**config.mk**
```make
export PLATFORM = sky130hd
export DESIGN_NAME = mem_arbiter
export DESIGN_NICKNAME = d
export VERILOG_FILES = /design/src/rtl/mem_arbiter.sv
export SDC_FILE = /design/constraint.sdc
export NUM_CORES = 1
export LEC_CHECK = 0
export BUFFER_PORTS_ARGS = -buffer_cell sky130_fd_sc_hd__buf_2
export CORE_AREA = 4 4 67 69
export CTS_CLUSTER_SIZE = 10
export DETAILED_ROUTE_END_ITERATION = 6
export DIE_AREA = 0 0 71 73
export PLACE_DENSITY = 0.68
export SLEW_MARGIN = 20
export SYNTH_ARGS = -nofsm -noshare
export SYNTH_HDL_FRONTEND = slang
export SYNTH_SLANG_ARGS = --single-unit
```
**constraint.sdc**
```tcl
create_clock -name clk -period 3.2 [get_ports clk]
set_clock_uncertainty 0.1 [all_clocks]
set_input_delay 0.16 -clock clk [delete_from_list [all_inputs] [get_ports clk]]
set_output_delay 0.16 -clock clk [all_outputs]
set_load 0.02 [all_outputs]
```
**src/rtl/mem_arbiter.sv**
```systemverilog
// rtl/mem_arbiter.sv - shares one memory port between fetch and load/store.
// MEM_ARB_RR_EN selects round-robin tie-breaking; otherwise load/store wins ties.
module mem_arbiter #(
  parameter int M_WIDTH    = 8,
  parameter int INST_WIDTH = 16
) (
  input  logic                  clk,
  input  logic                  rst,
  input  logic                  if_req,
  input  logic [M_WIDTH-1:0]    if_addr,
  output logic [INST_WIDTH-1:0] if_data,
  output logic                  if_ready,
  input  logic                  ls_req,
  input  logic                  ls_we,
  input  logic [M_WIDTH-1:0]    ls_addr,
  input  logic [M_WIDTH-1:0]    ls_wdata,
  output logic [M_WIDTH-1:0]    ls_rdata,
  output logic                  ls_ready,
  output logic                  mem_req,
  output logic                  mem_we,
  output logic [M_WIDTH-1:0]    mem_addr,
  output logic [M_WIDTH-1:0]    mem_data_out,
  input  logic [INST_WIDTH-1:0] mem_data_in,
  input  logic                  mem_ready,
  output logic [1:0]            grant
);

  typedef enum logic [1:0] {
    IDLE   = 2'd0,
    GNT_IF = 2'd1,
    GNT_LS = 2'd2,
    DONE   = 2'd3
  } state_t;

  state_t state;
  state_t next_state;
  logic   ls_wins;
  logic   if_done;
  logic   ls_done;

  assign if_done = (state == GNT_IF) && mem_ready;
  assign ls_done = (state == GNT_LS) && mem_ready;

`ifdef MEM_ARB_RR_EN
  // Last-served pointer; reset value "fetch" makes load/store win the first tie.
  logic last_ls;

  always_ff @(posedge clk or negedge rst) begin
    if (!rst) begin
      last_ls <= 1'b0;
    end else if (ls_done) begin
      last_ls <= 1'b1;
    end else if (if_done) begin
      last_ls <= 1'b0;
    end
  end

  assign ls_wins = !last_ls;
`else
  assign ls_wins = 1'b1;
`endif

  always_ff @(posedge clk or negedge rst) begin
    if (!rst) begin
      state <= IDLE;
    end else begin
      state <= next_state;
    end
  end

  // Ready flops are high exactly during DONE, so they also identify the owner there.
  always_ff @(posedge clk or negedge rst) begin
    if (!rst) begin
      if_ready <= 1'b0;
      ls_ready <= 1'b0;
    end else begin
      if_ready <= if_done;
      ls_ready <= ls_done;
    end
  end

  always_ff @(posedge clk or negedge rst) begin
    if (!rst) begin
      if_data  <= '0;
      ls_rdata <= '0;
    end else begin
      if (if_done) begin
        if_data <= mem_data_in;
      end
      if (ls_done && !ls_we) begin
        ls_rdata <= mem_data_in[M_WIDTH-1:0];
      end
    end
  end

  always_comb begin
    next_state   = state;
    mem_req      = 1'b0;
    mem_we       = 1'b0;
    mem_addr     = '0;
    mem_data_out = '0;
    grant        = 2'b00;
    case (state)
      IDLE: begin
        if (if_req && ls_req) begin
          next_state = ls_wins ? GNT_LS : GNT_IF;
        end else if (ls_req) begin
          next_state = GNT_LS;
        end else if (if_req) begin
          next_state = GNT_IF;
        end
      end
      GNT_IF: begin
        mem_req  = 1'b1;
        mem_addr = if_addr;
        grant    = 2'b01;
        if (mem_ready) begin
          next_state = DONE;
        end
      end
      GNT_LS: begin
        mem_req      = 1'b1;
        mem_we       = ls_we;
        mem_addr     = ls_addr;
        mem_data_out = ls_wdata;
        grant        = 2'b10;
        if (mem_ready) begin
          next_state = DONE;
        end
      end
      DONE: begin
        grant      = {ls_ready, if_ready};
        next_state = IDLE;
      end
      default: begin
        next_state = IDLE;
      end
    endcase
  end

endmodule
```
==> results.sh <==
export IMPL_status="complete, no violations"
export IMPL_fin_cells=250
export IMPL_critPathKind="reg -> reg"
export IMPL_dpl_hpwl_mm=2.615
export IMPL_htree_levels=1
export IMPL_routed_wl_mm=3.230
export IMPL_avgRoutedWirePerCell_um=12.92
export IMPL_gp_congestion=0.7726
export IMPL_antennaDiodeCount=0
export IMPL_hold_class="in -> reg"
export IMPL_area_growth_pct=43.09
export IMPL_root_buffer="clkbuf_8"
export IMPL_ys_seq_area_share_pct=53.03
export IMPL_synth_top_area_share_pct=53.03
export IMPL_final_core_utilization_pct=48.31
export IMPL_grtUsageTotal_pct=12.84
export IMPL_slew_headroom_pct=58.71
export IMPL_async_reset_ff_share_pct=100.0
export IMPL_antenna_found_initial=0
export IMPL_grt_max_degree=29
export IMPL_fin_ws_ps=1237
export IMPL_yosysMostFrequentCell="dfrtp_1"
export IMPL_grt_overflow=0
export IMPL_drc_errors=0
export IMPL_viasPerCell=4.660
export IMPL_dr_pass1_iters=4
export IMPL_yosys_warnings=0
export IMPL_arrival_ps=2030
export IMPL_post_route_period_util_pct=61.34
export IMPL_tightest_slew_ps=619.4
export IMPL_path_clk_slew_ps=100
export IMPL_clockBufferDepth=2
export IMPL_cts_resized=0
export IMPL_critPathCaptureType="flop"
export IMPL_coreArea_sq_um=3914
export IMPL_start_util_pct=33.76
export IMPL_period_minus_slack_ps=1963
export IMPL_synth_area_mux_share_pct=20.45
export IMPL_first_global_vias=1242
export IMPL_synth_compound_area_share_pct=8.144
export IMPL_fin_setup_tns_ps=0
export IMPL_syn_area_per_cell_sq_um=12.23
export IMPL_num_rows=23
export IMPL_synth_xor_xnor_area_share_pct=0
export IMPL_rsz0062_at_grt="no"
export IMPL_netlist_area_sq_um=1321
export IMPL_drive_above_1_share_pct=61.00
export IMPL_max_cap_viol_count=0
export IMPL_synth_edf_count=0
export IMPL_ant_nets=0
export IMPL_clock_sinks=28
export IMPL_setup_viol=0
export IMPL_grt_pass1_wl_mm=5.485
export IMPL_crit_required_ps=3270
export IMPL_dp_slack_ps=1215
export IMPL_synth_top_cell_by_area="dfrtp_1"
export IMPL_synthSimpleGateAreaFrac_pct=10.32
export IMPL_synth_seq_cells=28
export IMPL_synth_cell_types=20
export IMPL_hold_violations=0
export IMPL_nets=251
export IMPL_synth_adder_area_share_pct=3.788
export IMPL_dieArea_sq_um=5183
export IMPL_die_h_um=73
export IMPL_syn_inst=108
export IMPL_final_max_slew_viol_count=0
export IMPL_cts_tree="yes"
export IMPL_num_vias=1165
export IMPL_dpl_cell_count=245
export IMPL_clock_latency_ps=270
export IMPL_drt_iter0_drc=22
export IMPL_synth_top_cells_by_count="28 x dfrtp_1, 24 x mux2_2, 11 x nor2_1"
export IMPL_place_port_buffers=91
export IMPL_ys_flop_type="dfrtp_1"
export IMPL_synth_fp_nets=158
export IMPL_power_density_nw_per_um2=1083
export IMPL_ir_worst_vdd_v=0.0003955
export IMPL_die_w_um=71
export IMPL_p_leak_uw=0.001021
export IMPL_critPathMaxFanout=18
export IMPL_cp_start_kind="flop"
export IMPL_synth_top_family_by_area="multiplexers"
export IMPL_max_freq_mhz=509.5
export IMPL_num_io_pins=92
export IMPL_synth_area_top_cells="dfrtp_1 53%, mux2_2 20%, and2_1 4.7%"
export IMPL_cts_made_buffers=3
==> placed cells by master (no fill, tap or decap) <==
| master | instances |
|---|---|
| ha_1 | 4 |
| a21oi_1 | 1 |
| nor2_1 | 11 |
| buf_2 | 91 |
| inv_1 | 4 |
| a221oi_1 | 2 |
| mux2_2 | 24 |
| bufinv_16 | 1 |
| inv_2 | 1 |
| nand2_2 | 1 |
| nand3_1 | 2 |
| a221o_1 | 1 |
| o21ai_0 | 3 |
| and2_1 | 10 |
| dfrtp_1 | 28 |
| nand2_1 | 1 |
| dlygate4sd3_1 | 1 |
| nand2b_1 | 1 |
| and3_1 | 1 |
| buf_4 | 1 |
| a22oi_1 | 8 |
| clkbuf_8 | 3 |
==> state kept, by name, indices dropped and copies added (netlist names) <==
signal / flops
if_data: 16
ls_rdata: 8
state: 2
if_ready: 1
ls_ready: 1
==> path summary, 6_finish.rpt <==
| path | endpoint | cells past startpoint | start | slack (ps) |
|---|---|---|---|---|
| hold reg to reg | if_data[14] | 1 | if_data[14] | 410 |
| min in group asynchronous | if_data[1] | 2 | rst | 330 |
| setup / recovery | ls_rdata[1] | 6 | state[0] | 1240 |
| max in group asynchronous | state[0] | 2 | rst | 2260 |
| hold / removal | if_data[13] | 2 | mem_data_in[13] | 10 |
| setup reg to reg | ls_rdata[1] | 6 | state[0] | 1240 |
==> metrics by stage <==
step / area (sq um) / hold slack [ps] / total power, uW
global route: 1891 / 2.168 / 2209
floorplan: 1321 / -235.6 / 1420
CTS: 1891 / 5.343 / 2081
finish: 1891 / 13.70 / 2048
detailed placement: 1809 / 111.8 / 1799
global placement: 1809 / 111.0 / 1779
==> timing repair <==
action | CTS | global route
hold buffers | 1 | 0
hold endpoints to repair | 28 | 0
buffers inserted | 0 | 0
==> logic make-up after synthesis <==
family          after synthesis
buf+inv                      10
compound gates               15
flops                        28
mux                          24
fa+ha+maj                     4
simple gates                 27
==> routing by layer <==
metal,vias up,GRT usage [%],share of wire (%)
li1,557,-,-
met5,-,0,0
met1,542,14.41,39
met4,0,2.714,0
met2,66,23.69,49
met3,0,4.270,13
==> layout make-up <==
class / count / area, sq um
well taps: 50 / 62.56
inverters: 5 / 18.77
fillers: 379 / 2023
clock inverters: 1 / 30.03
clock buffers: 3 / 41.29
multi-input cells: 70 / 564.3
flip-flops and latches: 28 / 700.7
repair buffers: 93 / 473.0
==> where the power goes <==
group	switching, uW	internal, uW	total, uW	leakage [uW]
clock network	110	167	277	0.0000357
logic	690	456	1150	0.000649
registers	96.1	529	625	0.000336
total	896	1150	2050	0.00102
==> worst max-delay path, stage by stage, from the launching register on <==
cell      delay (ps)
dfrtp_1          440
inv_1            100
ha_1             200
buf_4            180
and2_1           160
nand2b_1         290
mux2_2           380
Note: power is estimated with default switching activity, not from simulation.
